==> config.mk <==
export PLATFORM = sky130hd
export DESIGN_NAME = jt12_wr_master
export DESIGN_NICKNAME = d
export VERILOG_FILES = /design/src/rtl/jt12_wr_master_pkg.sv /design/src/rtl/jt12_wr_fifo.sv /design/src/rtl/jt12_wr_master.sv
export SDC_FILE = /design/constraint.sdc
export NUM_CORES = 1
export LEC_CHECK = 0
export CORE_MARGIN = 3
export CORE_UTILIZATION = 30
export DETAILED_ROUTE_END_ITERATION = 10
export DONT_BUFFER_PORTS = 1
export GPL_ROUTABILITY_DRIVEN = 1
export GPL_TIMING_DRIVEN = 0
export SETUP_SLACK_MARGIN = 0.4
export SKIP_LAST_GASP = 1
export SLEW_MARGIN = 10
export SYNTH_ARGS = -nofsm -noshare
export SYNTH_HDL_FRONTEND = slang
export SYNTH_SLANG_ARGS = --single-unit
export TNS_END_PERCENT = 20
==> constraint.sdc <==
create_clock -name clk -period 3.95 [get_ports clk]
set_clock_uncertainty 0.15 [all_clocks]
set_input_delay 0.395 -clock clk [delete_from_list [all_inputs] [get_ports clk]]
set_output_delay 0.395 -clock clk [all_outputs]
set_load 0.02 [all_outputs]
==> src/rtl/jt12_wr_master_pkg.sv <==
// jt12_wr_master_pkg
//   Shared types and constants for the JT12 write-port initiator.
//   wr_state_e : sequencer states (address phase, settle, wait; data phase, settle, wait)
//   PH_ADDR / PH_DATA : low bit of the jt12 addr bus selecting address or data write
//   wr_req_t   : one queued register write {bank, register number, value}
package jt12_wr_master_pkg;

  typedef enum logic [2:0] {
    ST_IDLE  = 3'd0,
    ST_ADDR  = 3'd1,
    ST_ASETL = 3'd2,
    ST_AWAIT = 3'd3,
    ST_DATA  = 3'd4,
    ST_DSETL = 3'd5,
    ST_DWAIT = 3'd6
  } wr_state_e;

  localparam logic PH_ADDR = 1'b0;
  localparam logic PH_DATA = 1'b1;

  typedef struct packed {
    logic       bank;
    logic [7:0] rnum;
    logic [7:0] val;
  } wr_req_t;

  localparam int REQ_W = $bits(wr_req_t);

  // Key used by the address cache: which bank/register the chip has selected.
  function automatic logic [8:0] sel_key(input wr_req_t r);
    return {r.bank, r.rnum};
  endfunction

endpackage

==> src/rtl/jt12_wr_fifo.sv <==
// jt12_wr_fifo
//   Request queue, depth 1<<AW, first-word-fall-through read (dout is the head entry).
//   clk, rst_n     : clock, async active-low reset
//   push, din      : enqueue; ignored when full or during flush
//   pop            : dequeue head; ignored when empty or during flush
//   flush          : synchronous clear, wins over push/pop
//   dout           : head entry (valid when !empty)
//   full, empty    : occupancy flags
module jt12_wr_fifo #(
  parameter int AW = 2,
  parameter int W  = 17
) (
  input  logic         clk,
  input  logic         rst_n,
  input  logic         push,
  input  logic         pop,
  input  logic         flush,
  input  logic [W-1:0] din,
  output logic [W-1:0] dout,
  output logic         full,
  output logic         empty
);
  localparam int DEPTH = 1 << AW;
  localparam logic [AW:0] FULL_CNT = (AW+1)'(DEPTH);

  logic [W-1:0]  mem [DEPTH];
  logic [AW-1:0] wr_ptr_q;
  logic [AW-1:0] rd_ptr_q;
  logic [AW:0]   count_q;
  logic          do_push;
  logic          do_pop;

  assign full    = (count_q == FULL_CNT);
  assign empty   = (count_q == '0);
  // A full queue refuses a push even if the head leaves in the same cycle.
  assign do_push = push & ~full & ~flush;
  assign do_pop  = pop & ~empty & ~flush;
  assign dout    = mem[rd_ptr_q];

  always_ff @(posedge clk) begin
    if (do_push) mem[wr_ptr_q] <= din;
  end

  always_ff @(posedge clk or negedge rst_n) begin
    if (!rst_n) begin
      wr_ptr_q <= '0;
      rd_ptr_q <= '0;
      count_q  <= '0;
    end else if (flush) begin
      wr_ptr_q <= '0;
      rd_ptr_q <= '0;
      count_q  <= '0;
    end else begin
      if (do_push) wr_ptr_q <= wr_ptr_q + 1'b1;
      if (do_pop)  rd_ptr_q <= rd_ptr_q + 1'b1;
      case ({do_push, do_pop})
        2'b10:   count_q <= count_q + 1'b1;
        2'b01:   count_q <= count_q - 1'b1;
        default: count_q <= count_q;
      endcase
    end
  end

endmodule

==> src/rtl/jt12_wr_master.sv <==
// jt12_wr_master
//   Drains queued register writes onto the JT12 CPU port: address write, then data write,
//   waiting for busy to drop after each strobe. The address phase is skipped when the
//   cached bank/register already matches (ADDR_CACHE=1).
//   clk, rst_n          : clock (jt12_mmr domain), async active-low reset
//   req_valid/req_ready : request handshake (ready = queue not full)
//   req_bank/reg/val    : request payload
//   flush               : abort everything, empty queue, drop cache
//   write, addr, din    : registered jt12 write port (addr = {bank, phase})
//   busy                : jt12_mmr busy
//   idle                : queue empty and sequencer idle
//   err_timeout         : sticky, a phase waited WAIT_MAX busy cycles
//
//   state | meaning
//   IDLE  | waiting for a queued request and busy low; pops into hold regs
//   ADDR  | address strobe out (write=1, addr={bank,0}, din=reg)
//   ASETL | dead cycle while mmr raises busy
//   AWAIT | wait for busy low after address write
//   DATA  | data strobe out (write=1, addr={bank,1}, din=val)
//   DSETL | dead cycle while mmr raises busy
//   DWAIT | wait for busy low after data write
import jt12_wr_master_pkg::*;

module jt12_wr_master #(
  parameter int AW         = 2,
  parameter int ADDR_CACHE = 1,
  parameter int WAIT_MAX   = 255
) (
  input  logic       clk,
  input  logic       rst_n,
  input  logic       req_valid,
  output logic       req_ready,
  input  logic       req_bank,
  input  logic [7:0] req_reg,
  input  logic [7:0] req_val,
  input  logic       flush,
  output logic       write,
  output logic [1:0] addr,
  output logic [7:0] din,
  input  logic       busy,
  output logic       idle,
  output logic       err_timeout
);
  localparam logic [7:0] WAIT_LD = 8'(WAIT_MAX);

  wr_state_e        state_q, state_d;
  wr_req_t          head, hold_q, src;
  logic [REQ_W-1:0] fifo_dout;
  logic             fifo_full, fifo_empty;
  logic             push, pop, tmo, hit;
  logic [8:0]       cache_key_q;
  logic             cache_vld_q;
  logic [7:0]       wait_cnt_q;

  assign push      = req_valid & ~fifo_full & ~flush;
  assign req_ready = ~fifo_full;
  assign head      = wr_req_t'(fifo_dout);
  // In IDLE the strobe payload comes straight from the entry being popped.
  assign src       = (state_q == ST_IDLE) ? head : hold_q;
  assign hit       = (ADDR_CACHE != 0) && cache_vld_q && (sel_key(head) == cache_key_q);
  assign idle      = fifo_empty && (state_q == ST_IDLE);

  jt12_wr_fifo #(
    .AW (AW),
    .W  (REQ_W)
  ) u_fifo (
    .clk   (clk),
    .rst_n (rst_n),
    .push  (push),
    .pop   (pop),
    .flush (flush),
    .din   ({req_bank, req_reg, req_val}),
    .dout  (fifo_dout),
    .full  (fifo_full),
    .empty (fifo_empty)
  );

  always_comb begin
    state_d = state_q;
    pop     = 1'b0;
    tmo     = 1'b0;
    case (state_q)
      ST_IDLE: begin
        if (!fifo_empty && !busy) begin
          pop     = 1'b1;
          state_d = hit ? ST_DATA : ST_ADDR;
        end
      end
      ST_ADDR:  state_d = ST_ASETL;
      ST_ASETL: state_d = ST_AWAIT;
      ST_AWAIT: begin
        if (!busy) begin
          state_d = ST_DATA;
        end else if (wait_cnt_q == 8'd1) begin
          tmo     = 1'b1;
          state_d = ST_IDLE;
        end
      end
      ST_DATA:  state_d = ST_DSETL;
      ST_DSETL: state_d = ST_DWAIT;
      ST_DWAIT: begin
        if (!busy) begin
          state_d = ST_IDLE;
        end else if (wait_cnt_q == 8'd1) begin
          tmo     = 1'b1;
          state_d = ST_IDLE;
        end
      end
      default:  state_d = ST_IDLE;
    endcase
    if (flush) begin
      state_d = ST_IDLE;
      pop     = 1'b0;
      tmo     = 1'b0;
    end
  end

  always_ff @(posedge clk or negedge rst_n) begin
    if (!rst_n) begin
      state_q     <= ST_IDLE;
      hold_q      <= '0;
      cache_key_q <= '0;
      cache_vld_q <= 1'b0;
      wait_cnt_q  <= '0;
      write       <= 1'b0;
      addr        <= '0;
      din         <= '0;
      err_timeout <= 1'b0;
    end else begin
      state_q <= state_d;
      if (pop) hold_q <= head;

      if (flush || tmo) begin
        cache_vld_q <= 1'b0;
      end else if (state_q == ST_ADDR) begin
        cache_key_q <= sel_key(hold_q);
        cache_vld_q <= 1'b1;
      end

      // Down-counter of busy cycles still allowed; reloaded in the settle cycle so
      // each wait phase gets exactly WAIT_MAX busy cycles before timing out.
      if (state_q == ST_ASETL || state_q == ST_DSETL) begin
        wait_cnt_q <= WAIT_LD;
      end else if ((state_q == ST_AWAIT || state_q == ST_DWAIT) && busy) begin
        wait_cnt_q <= wait_cnt_q - 1'b1;
      end

      if (tmo) err_timeout <= 1'b1;

      // Strobes are registered off the next state, so write lines up with ADDR/DATA.
      write <= 1'b0;
      if (state_d == ST_ADDR) begin
        write <= 1'b1;
        addr  <= {src.bank, PH_ADDR};
        din   <= src.rnum;
      end else if (state_d == ST_DATA) begin
        write <= 1'b1;
        addr  <= {src.bank, PH_DATA};
        din   <= src.val;
      end
    end
  end

endmodule

## Yosys cells after proc, flatten, opt, wreduce, memory -nomap -nowiden

Memories as Yosys holds them, arrays and structs flattened.
Index checks and enable logic that the tools add are counted.

- RAM bits: 68
- Memories kept: 1
- Bits in registers: 57
- Output and inout port bits: 14
- Bits of input ports: 22

Memories:

| name | words | width | rd ports | clocked after memory_dff | write ports | RTL line | RTL |
|---|---|---|---|---|---|---|---|
| u_fifo.mem | 4 | 17 | 1 | 0 | 1 | jt12_wr_fifo.sv:26 | `logic [W-1:0] mem [DEPTH];` |

- Bitwise logic cells: 10
- Reduce and logical (&&, ||, !) cells: 19
- Multiplexer cells: 33
- Add/subtract/negate cells: 5
- Eq/ne operators: 13

Operator list:

| kind | number |
|---|---|
| $mux 8 | 4 |
| $mux 3 | 7 |
| $pmux 3 s7 | 1 |
| $mux 17 | 1 |
| $eq 3x3->1 const B | 5 |
| $mux 1 | 13 |
| $mux 2 | 6 |
| $reduce_bool 2->1 | 5 |
| $eq 9x9->1 | 1 |
| $eq 8x1->1 const B | 1 |
| $sub 8x1->8 const B | 1 |
| $and 1x1->1 | 6 |
| $eq 3x1->1 const B | 2 |
| $eq 3x2->1 const B | 2 |
| $logic_not 3->1 | 2 |
| $pmux 3 s2 | 1 |
| $add 2x1->2 const B | 2 |
| $logic_and 1x1->1 | 4 |
| $not 1->1 | 4 |
| $add 3x1->3 const B | 1 |
| $logic_or 1x1->1 | 3 |
| $reduce_bool 3->1 | 1 |
| $sub 3x1->3 const B | 1 |
| $eq 2x1->1 const B | 1 |
| other kinds (4) | 5 |

## Logic depth before layout (Yosys ltp)

Gate-level depths: netlist (run 1).

- Depth in word-level cells: 11
- Gate-level depth with buffers: 12
- Gate-level depth less buffers: 9

## Cells and area by module

From an unflattened synthesis (run 1), not the netlist that was laid out.

- Cells, all modules: 417
- Area, all modules: 5710.5 µm²

By module, submodules not included:

| module | times used | area each (µm²) | cells an instance | sequential area each (µm²) |
|---|---|---|---|---|
| jt12_wr_fifo | 1 | 3061.7 | 154 | 2217.1 |
| jt12_wr_master | 1 | 2648.8 | 263 | 1251.2 |

## Worst setup path before layout (run 1)

No wires, ideal clock.

- Kind: register to register
- Start point: reg state_q[2]
- End point: reg u_fifo.count_q[1]
- Required time: 3.669 ns
- Buffers on the path: 3
- Data arrival time: 2.447 ns
- Clock period less this slack: 2.729 ns
- Cell stages (with the launch flop): 11
- Library setup time: 0.131 ns
- Setup slack: 1.221 ns
- Cell sequence: dfrtp_1 buf_6 or3_4 buf_6 nor3_2 nand2b_1 clkbuf_1 a21oi_1 fa_1 mux2i_1 nor2_1

- Word-level cells in the longest chain between the ends: 8
- Elaborated cells between the ends (all ways): 10

Ends and longest elaborated chain:

| element | RTL line | RTL |
|---|---|---|
| start: declaration | jt12_wr_master.sv:46 | `wr_state_e state_q, state_d;` |
| start signal: assignment | jt12_wr_master.sv:130 | `state_q <= state_d;` |
| $logic_not 3->1 (*) | jt12_wr_master.sv:82 | `case (state_q)` |
| $mux 1 (*) | jt12_wr_master.sv:82 |  |
| $mux 1 (*) | jt12_wr_master.sv:111 | `if (flush) begin` |
| $and 1x1->1 (*) (2 in series) | jt12_wr_fifo.sv:37 | `assign do_pop = pop & ~empty & ~flush;` |
| $eq 2x1->1 / $eq 2x2->1 (equally long branches) | jt12_wr_fifo.sv:56 | `case ({do_push, do_pop})` |
| $pmux 3 s2 | jt12_wr_fifo.sv:56 |  |
| $mux 3 | jt12_wr_fifo.sv:49 | `end else if (flush) begin` |
| end signal: assignment | jt12_wr_fifo.sv:57 | `2'b10: count_q <= count_q + 1'b1;` |
| end signal: assignment | jt12_wr_fifo.sv:58 | `2'b01: count_q <= count_q - 1'b1;` |
| end signal: assignment | jt12_wr_fifo.sv:59 | `default: count_q <= count_q;` |
| end: declaration | jt12_wr_fifo.sv:29 | `logic [AW:0] count_q;` |

Mark *: on every way between the ends. The rest lies on a longest branch, timed or not.
A chain may end at the register's enable or synchronous reset.

## Worst setup path in the final report (run 1)

- Start point: reg state_q[2]
- End point: out idle

- Word-level cells in the longest chain between the ends: 2

Ends and longest elaborated chain:

| element | RTL line | RTL |
|---|---|---|
| $logic_not 3->1 | jt12_wr_master.sv:61 | `assign idle = fifo_empty && (state_q == ST_IDLE);` |
| $logic_and 1x1->1 | jt12_wr_master.sv:61 |  |
| end: declaration | jt12_wr_master.sv:41 | `output logic idle,` |

No other way between the ends.

==> results of run 1 <==
## timing repair
item | in CTS | in global routing
resized for setup | 0 | 0
buffers inserted | 0 | 0
hold buffers | 20 | 0
endpoints found under the hold margin | 126 | 0
## worst max-delay path, cell delays in order (launching register included)
cell	delay, ps
dfrtp_1	370
buf_6	130
nor3_1	1020
clkbuf_1	440
and2_1	340
## layout make-up
| class | instances | share of cell area |
|---|---|---|
| flip-flops and latches | 125 | 0.517 |
| multi-input cells | 272 | 0.302 |
| clock buffers | 17 | 0.0634 |
| well taps | 229 | 0.0427 |
| repair buffers | 20 | 0.0324 |
| clock inverters | 15 | 0.0242 |
| plain buffers | 20 | 0.0160 |
| inverters | 5 | 0.00280 |
## flip-flops by register name (all words and copies together) (netlist names)
register / count
u_fifo.mem: 68
hold_q: 17
cache_key_q: 9
din: 8
wait_cnt_q: 8
state_q: 3
u_fifo.count_q: 3
addr: 2
u_fifo.rd_ptr_q: 2
u_fifo.wr_ptr_q: 2
cache_vld_q: 1
err_timeout: 1
write: 1
## worst max-delay path by stage
| stage | from | to | slack [ps] | cells after the start |
|---|---|---|---|---|
| final | state_q[2]$_DFF_PN0_ | idle | 690 | 4 |
| after global routing | state_q[2]$_DFF_PN0_ | u_fifo.count_q[2]$_DFFE_PN0P_ | 450 | 12 |
| after CTS | state_q[2]$_DFF_PN0_ | u_fifo.count_q[2]$_DFFE_PN0P_ | 670 | 12 |
| after detailed placement | state_q[2]$_DFF_PN0_ | u_fifo.count_q[2]$_DFFE_PN0P_ | 700 | 12 |
| after global placement | state_q[2]$_DFF_PN0_ | u_fifo.count_q[2]$_DFFE_PN0P_ | 780 | 12 |
| after floorplan | state_q[2]$_DFF_PN0_ | u_fifo.count_q[1]$_DFFE_PN0P_ | 1220 | 10 |
## kinds of logic (layout without fill, tap and decap cells)
group / count (synthesis) / after routing / share of synthesized area
multiplexers: 44 / 44 / 0.121
AND/OR/NAND/NOR: 143 / 143 / 0.119
adder cells (fa/ha/maj): 7 / 7 / 0.0169
flip-flops: 125 / 125 / 0.617
AO/OA/AOI/OAI: 56 / 56 / 0.0695
XOR/XNOR: 22 / 22 / 0.0343
buffers and inverters: 25 / 77 / 0.0225
## power by group through the flow
stage	clock network, mW	registers (mW)	logic (mW)
after global placement	0	1.92	1.40
after CTS	1.54	1.91	1.48
final	1.52	1.90	1.47
after detailed placement	0	1.93	1.43
after floorplan	0	1.86	1.13
after global routing	1.61	1.94	1.64
## per-stage QoR
stage          hold slack [ps]  utilization
5_1_grt                    159        0.369
2_1_floorplan            -50.6            -
6_report                   155        0.369
3_5_place_dp             -48.0        0.324
3_3_place_gp             -48.0        0.324
4_1_cts                    140        0.369
## Yosys cell counts, types with 2 or more instances
cell type | count | share of area
buf_1 | 3 | 0.0020
mux4_2 | 17 | 0.068
nor2_1 | 24 | 0.016
o21ai_1 | 2 | 0.0018
mux2i_1 | 10 | 0.018
nand3_1 | 12 | 0.011
mux2_2 | 16 | 0.032
xnor2_1 | 18 | 0.028
a21oi_1 | 15 | 0.013
and2_1 | 6 | 0.0067
inv_1 | 5 | 0.0033
buf_6 | 4 | 0.0080
a21o_1 | 2 | 0.0027
nand2_1 | 72 | 0.048
a221o_1 | 2 | 0.0036
nor4_1 | 2 | 0.0022
o21ai_0 | 11 | 0.0098
a41o_1 | 2 | 0.0036
o22ai_1 | 2 | 0.0022
nor2b_1 | 2 | 0.0022
edfxtp_1 | 68 | 0.36
nand4_1 | 3 | 0.0033
dfrtp_1 | 57 | 0.25
ha_1 | 6 | 0.013
o221a_1 | 7 | 0.014
clkbuf_1 | 11 | 0.0073
or3_1 | 2 | 0.0022
xor2_1 | 4 | 0.0062
buf_2 | 2 | 0.0018
or3_4 | 2 | 0.0040
nor3b_1 | 2 | 0.0027
nor3_1 | 7 | 0.0062
a31o_1 | 2 | 0.0031
a31oi_1 | 3 | 0.0033
## layer usage
metal	track usage	part of all wire	vias up
met3	0.0422	0.061	16
met2	0.196	0.46	97
met5	0	0	-
met1	0.168	0.46	1709
li1	-	-	1633
met4	0.0495	0.018	0
==> results.toml, run 1 <==
[outcome]
status = "completed"

[global_route]
grt_pass1_wl_um = 19800
grt_start_max_net_pins = 58
grt_pass1_vias = 3637
grt_usage = 0.128
antenna_found_initial = 0
grt_overflow = 0

[clock_network]
cts_tree = "yes"
htree_num_levels = 4
cts_sinks = 125
cts.clk_slew.worst_paths_ps = 60
insertion_delay_ps = 420
cts_buffers = 17
clock_tree.buffer_depth = 2
cts_root_buf = "clkbuf_16"

[worst_setup_path]
r2r_slack_ps = 690
critPathRequiredTime_ps = 3400
worstSetupPathType = "register to output pin"
reg2reg_depth = 12
crit_path_start_kind = "register"
path_max_fanout = 10
timing.rr.end = "u_fifo.count_q[2]$_DFFE_PN0P_"
worstPathArrival_ps = 2720
cp-end-kind = "output pin"
rr_startpoint = "state_q[2]$_DFF_PN0_"

[pwr]
clkPwrFrac = 0.310
powerDensity_mw_per_mm2 = 728
p_leak_nw = 2.47
p_switching_mw = 1.76
p_comb_frac = 0.300
ir_worst_vdd_uv = 424
p_int_mw = 3.13
total_power_mw = 4.89
seq_power_share = 0.390
switching_share = 0.359

[floorplan]
initial_core_util = 0.309
die_w_um = 143
fp.dieH_um = 143
die-area_mm2 = 0.0204
row_count = 49
ios = 36
core_region_area_mm2 = 0.0182

[final_layout]
area.growth.synth_to_final_pct = 19.4
instances_no_fill = 703
fillers = 1691
antenna_cells = 0
layout_commonest_cell = "nand2_1"
multiInputGateArea_mm2 = 0.00202
fin_area_mm2 = 0.00671
drive_gt1_frac = 0.173
nNetsFinal = 490
final_cell_mix = "nand2_1, edfxtp_1, dfrtp_1, nor2_1, dlygate4sd3_1"
seq_area_mm2 = 0.00347

[sta]
worst_slew_pin_slew_ps = 1290
relSlewSlack = 0.135
tns_ps = 0
rsz0062_at_grt = "false"
max_freq_mhz = 306
setup-violations-final = 0
slew_violations = 0
hold_viol_final = 0
min_period_over_period = 0.826
setup_ws_ps = 686
period_needed_ps = 3260

[logic_synthesis]
synthArstFlopShare = 0.456
yosysUniqueCellTypes = 53
avgSynthCellArea_um2 = 13.3
syn_nets = 451
synth-seq-cells = 125
syn_area_mm2 = 0.00562
synth_edf_count = 68
ys.flop_type = "edfxtp_1"
yosysWarnings = 0
syn_inst = 422
seq_area_frac_synth = 0.617

[min_path]
hold_path_end = "u_fifo.wr_ptr_q[1]$_DFFE_PN0P_"
timing.hold.worst_path_depth = 3
hold_path.startpoint = "req_valid"
hp-class = "primary input to register"

[routing]
drc = 0
routed_wl_um = 12000
first_pass_iters = 4
avgRoutedWirePerCell_um = 17.1
drt-initial-drc-count = 240
ant_nets = 0
via_count = 3455
vias_per_cell = 4.91

[placement]
dpl_cell_area_mm2 = 0.00591
hpwl_um = 8310
dp_slack_ps = 701
place_inst = 651
port_buffers = 0
gp_congestion = 0.825

[job]
drv_cap = 0
Note: power is estimated with default switching activity, not from simulation.
==> inputs of run 2 (changes only) <==
Clock period 3.95 ns to 3.2 ns, I/O delays scaled along.
==> run 2 against run 1 <==
Compared with the run above:
- wire length increased by 1.9%
- non-clock buffer count increased by 12
- sequential share of layout area decreased by 1.3 points
- combinational power increased by 35%
- hold slack got worse by 73 ps
- cell count increased by 1.7%
- die area unchanged
- total power increased by 27%
- clock power increased by 23%
- cell area increased by 2.5%
- critical endpoint is now din[0]$_DFFE_PN0P_
- largest cell class unchanged
==> results.toml, run 2 (synthesis gave the netlist of run 1 again) <==
[final_layout]
final_cell_mix = "nand2_1, edfxtp_1, dfrtp_1, nor2_1, dlygate4sd3_1"
nNetsFinal = 502
fin_area_mm2 = 0.00688
largest_reg_flops = 68
regMostFlops = "u_fifo.mem"
fillers = 1672
antenna_cells = 0
area.growth.synth_to_final_pct = 22.4
instances_no_fill = 715
layout_commonest_cell = "nand2_1"
reg_top3 = "u_fifo.mem (68), hold_q (17), cache_key_q (9)"
drive_gt1_frac = 0.212

[clock_network]
cts_tree = "yes"
cts_sinks = 125
cts_buffers = 17
clock_tree.buffer_depth = 2
insertion_delay_ps = 420
cts_root_buf = "clkbuf_16"
htree_num_levels = 4
cts.clk_slew.worst_paths_ps = 60

[placement]
port_buffers = 0
dpl_cell_area_mm2 = 0.00591
hpwl_um = 8310
place_inst = 651
gp_congestion = 0.825
dp_slack_ps = -49.4

[pwr]
p_comb_frac = 0.319
p_int_mw = 3.99
ir_worst_vdd_uv = 541
switching_share = 0.358
total_power_mw = 6.22
powerDensity_mw_per_mm2 = 904
seq_power_share = 0.380
p_switching_mw = 2.23
clkPwrFrac = 0.301
p_leak_nw = 2.55

[floorplan]
initial_core_util = 0.309
core_region_area_mm2 = 0.0182
die_w_um = 143
die-area_mm2 = 0.0204
fp.dieH_um = 143
ios = 36
row_count = 49

[global_route]
grt_pass1_vias = 3652
grt_pass1_wl_um = 19800
grt_usage = 0.128
antenna_found_initial = 0
grt_start_max_net_pins = 58
grt_overflow = 0

[routing]
via_count = 3523
drc = 0
routed_wl_um = 12200
vias_per_cell = 4.93
drt-initial-drc-count = 275
ant_nets = 0
first_pass_iters = 4
avgRoutedWirePerCell_um = 17.1

[sta]
hold_viol_final = 0
min_period_over_period = 0.850
setup-violations-final = 0
worst_slew_pin_slew_ps = 1130
max_freq_mhz = 368
setup_ws_ps = 479
period_needed_ps = 2720
relSlewSlack = 0.245
rsz0062_at_grt = "true"
slew_violations = 0

[worst_setup_path]
worstPathArrival_ps = 2880
cp.buffers_inverters = 3
critPathRequiredTime_ps = 3360
crit_path_start_kind = "register"
critPathTopFamily = "multiplexers"
crit_chain = "buf_6 -> buf_12 -> mux4_2 -> xnor2_1 -> nand4_1 -> nor2_4 -> a41o_1 -> nand2_4 -> clkbuf_2 -> o221a_1"
worstSetupPathType = "register to register"
slowest_delay_ps = 530
path_max_fanout = 6
cp-end-kind = "register"
cp_slowest_cell = "mux4_2"

[min_path]
hp-class = "primary input to register"

[job]
drv_cap = 0

[outcome]
status = "completed"
## run 2: worst min-delay path, cell delays in order
cell,delay [ps]
nand2_1,120
nand2_1,110
a21oi_1,60
## run 2: timing repair
item | 4_1_cts | 5_1_grt
pin swaps | 1 | 7
buffers inserted | 1 | 11
gates resized for setup | 3 | 14
endpoints found under the setup margin | 12 | 12
hold buffers | 20 | 0
hold endpoints to repair | 126 | 0
## run 2: final cells by class
type	instances	area [um2]	share of cell area
flip-flops and latches	125	3470	0.504
multi-input cells	272	2080	0.302
clock buffers	17	425	0.0618
repair buffers	32	318	0.0462
well taps	229	287	0.0417
clock inverters	15	163	0.0236
plain buffers	20	120	0.0175
inverters	5	18.8	0.00273
## run 2: worst paths after layout
kind / from / to / slack, ps / cells past startpoint
setup / recovery: u_fifo.rd_ptr_q[0]$_DFFE_PN0P_ / din[0]$_DFFE_PN0P_ / 480 / 10
hold / removal: req_valid / u_fifo.wr_ptr_q[1]$_DFFE_PN0P_ / 80 / 3
setup reg to reg: u_fifo.rd_ptr_q[0]$_DFFE_PN0P_ / din[0]$_DFFE_PN0P_ / 480 / 10
hold reg to reg: hold_q[1]$_DFFE_PN0N_ / hold_q[1]$_DFFE_PN0N_ / 330 / 2
max in group asynchronous: rst_n / write$_DFF_PN0_ / 2360 / 2
min in group asynchronous: rst_n / wait_cnt_q[7]$_DFFE_PN0P_ / 260 / 2
## run 2: power by group through the flow
stage / clock, mW / sequential [mW] / combinational [mW]
2_1_floorplan: 0 / 2.30 / 1.39
6_report: 1.87 / 2.36 / 1.99
5_1_grt: 1.99 / 2.41 / 2.20
4_1_cts: 1.90 / 2.36 / 1.86
3_5_place_dp: 0 / 2.39 / 1.77
3_3_place_gp: 0 / 2.37 / 1.73
## run 2: routing by layer
metal,GRT usage,part of all wire
met5,0,0
met4,0.0495,0.017
met3,0.0422,0.057
met2,0.197,0.47
met1,0.168,0.46
## run 2: stage by stage
stage / setup TNS (ps) / util / hold slack [ps]
final: 0 / 0.378 / 81.7
after global routing: 0 / 0.378 / 83.9
after CTS: 0 / 0.370 / 65.2
after detailed placement: -77.9 / 0.324 / -123
after global placement: 0 / 0.324 / -123
after floorplan: 0 / - / -126
==> inputs of run 3 (changes only) <==
Settings changed: CORE_MARGIN 3 to default.
==> run 3 against run 2 <==
Compared with the run above:
- the flow now finishes with violations (DRC)
- global-route usage rose by 0.65 points
- register-to-register slack worse by 50 ps
- sequential cell count is the same
- sequential share of layout area increased by 0.24 points
- core utilization is 0.052 points lower
- wire length hardly changed
- non-clock buffer count up 2
- critical path depth unchanged
- sequential power about the same
- cell area decreased by 0.47%
- worst setup slack worse by 46 ps
- highest routed layer unchanged
==> results.toml, run 3 (synthesis gave the netlist of run 1 again) <==
[outcome]
status = "complete, but fails checks"
violations = "DRC"

[global_route]
grt_overflow = 0
grt_pass1_wl_um = 19300
antenna_found_initial = 0
grt_pass1_vias = 3445
grt_usage = 0.134
grt_start_max_net_pins = 58

[pwr]
p_leak_nw = 2.53
p_comb_frac = 0.325
switching_share = 0.341
powerDensity_mw_per_mm2 = 897
p_switching_mw = 2.09
seq_power_share = 0.386
ir_worst_vdd_uv = 459
clkPwrFrac = 0.289
p_int_mw = 4.05

[clock_network]
cts_tree = "yes"
cts_root_buf = "clkbuf_16"
insertion_delay_ps = 420
cts_buffers = 17
htree_num_levels = 4
clock_tree.buffer_depth = 2
cts_sinks = 125
cts.clk_slew.worst_paths_ps = 60

[sta]
worst_slew_pin_slew_ps = 1140
rsz0062_at_grt = "true"
hold_viol_final = 0
hold_slack_ps = 74.2
max_freq_mhz = 361
setup_ws_ps = 433
setup-violations-final = 0
period_needed_ps = 2770
tns_ps = 0
relSlewSlack = 0.235
min_period_over_period = 0.865
slew_violations = 0

[placement]
dp_slack_ps = -66.8
hpwl_um = 8290
port_buffers = 0
gp_congestion = 0.772
place_inst = 651

[floorplan]
die-area_mm2 = 0.0193
die_w_um = 139
ios = 36
core_region_area_mm2 = 0.0181
row_count = 49
initial_core_util = 0.310
fp.dieH_um = 139

[routing]
drt-initial-drc-count = 314
first_pass_iters = 8
vias_per_cell = 4.91
routed_wl_um = 12200
drc = 3
via_count = 3518
avgRoutedWirePerCell_um = 17.1
ant_nets = 0

[worst_setup_path]
worstPathArrival_ps = 2920
path_max_fanout = 7
crit_path_start_kind = "register"
cp-end-kind = "register"
worstSetupPathType = "register to register"
critPathRequiredTime_ps = 3350

[final_layout]
final_cell_mix = "nand2_1, edfxtp_1, dfrtp_1, nor2_1, dlygate4sd3_1"
largest_reg_flops = 68
final_core_util = 0.377
layout_commonest_cell = "nand2_1"
nNetsFinal = 504
instances_no_fill = 717
regMostFlops = "u_fifo.mem"
drive_gt1_frac = 0.199
reg_top3 = "u_fifo.mem (68), hold_q (17), cache_key_q (9)"
antenna_cells = 0
area.growth.synth_to_final_pct = 21.8

[job]
drv_cap = 0

[min_path]
hp-class = "primary input to register"
[run 3: cell types whose count changed in the layout (fill, tap and decap cells not counted), sizes merged]
| cell | before | now |
|---|---|---|
| bufinv | 0 | 1 |
| clkbuf | 28 | 33 |
| clkinv | 3 | 6 |
| buf | 22 | 24 |
| inv | 16 | 5 |
| clkinvlp | 1 | 3 |
[run 3: power by group through the flow]
stage,registers (mW),clock network [mW],logic [mW]
after floorplan,2.30,0,1.39
after global routing,2.42,1.88,2.19
after CTS,2.36,1.80,1.84
after detailed placement,2.39,0,1.76
final,2.37,1.77,2.00
after global placement,2.37,0,1.73
[run 3: area by class of cell]
cell class / count / area [um2]
timing repair buffer: 34 / 343
buffer: 20 / 120
sequential: 125 / 3470
fill: 1713 / 11300
clock inverter: 10 / 93.8
inverter: 5 / 18.8
tap: 229 / 287
clock buffer: 22 / 454
multi-input combinational: 272 / 2060
[run 3: stage by stage]
stage	instance area (um2)	total power, mW
floorplan	5620	3.69
global placement	5910	4.10
detailed placement	5910	4.15
CTS	6690	6.00
global route	6850	6.49
finish	6850	6.14
[run 3: layer usage]
metal | track usage | routed length [um]
met2 | 0.209 | 5960
met4 | 0.0509 | 172
met5 | 0 | 0
met1 | 0.172 | 5440
met3 | 0.0463 | 655
[run 3: worst max-delay path, stage by stage, from the launching register on]
cell,delay [ps]
dfrtp_1,350
buf_6,140
buf_12,130
mux4_2,530
xnor2_1,170
nand4_1,170
nor2_4,230
a41o_1,290
nand2_4,110
buf_6,150
o221a_1,230
[run 3: what timing repair did]
item | CTS | global route
setup buffers | 1 | 13
hold endpoints to repair | 126 | 0
pin swaps | 1 | 4
setup endpoints to repair | 12 | 12
resized for setup | 3 | 13
gates cloned | 0 | 0
hold buffers | 20 | 0
[run 3: final timing paths]
kind	startpoint	end	slack [ps]	cells after the start
min in group asynchronous	rst_n	wait_cnt_q[3]$_DFFE_PN0P_	280	2
hold reg to reg	hold_q[7]$_DFFE_PN0N_	hold_q[7]$_DFFE_PN0N_	330	2
setup reg to reg	u_fifo.rd_ptr_q[0]$_DFFE_PN0P_	din[2]$_DFFE_PN0P_	430	10
max in group asynchronous	rst_n	hold_q[2]$_DFFE_PN0N_	2370	2
hold / removal	req_valid	u_fifo.wr_ptr_q[1]$_DFFE_PN0P_	70	3
setup / recovery	u_fifo.rd_ptr_q[0]$_DFFE_PN0P_	din[2]$_DFFE_PN0P_	430	10
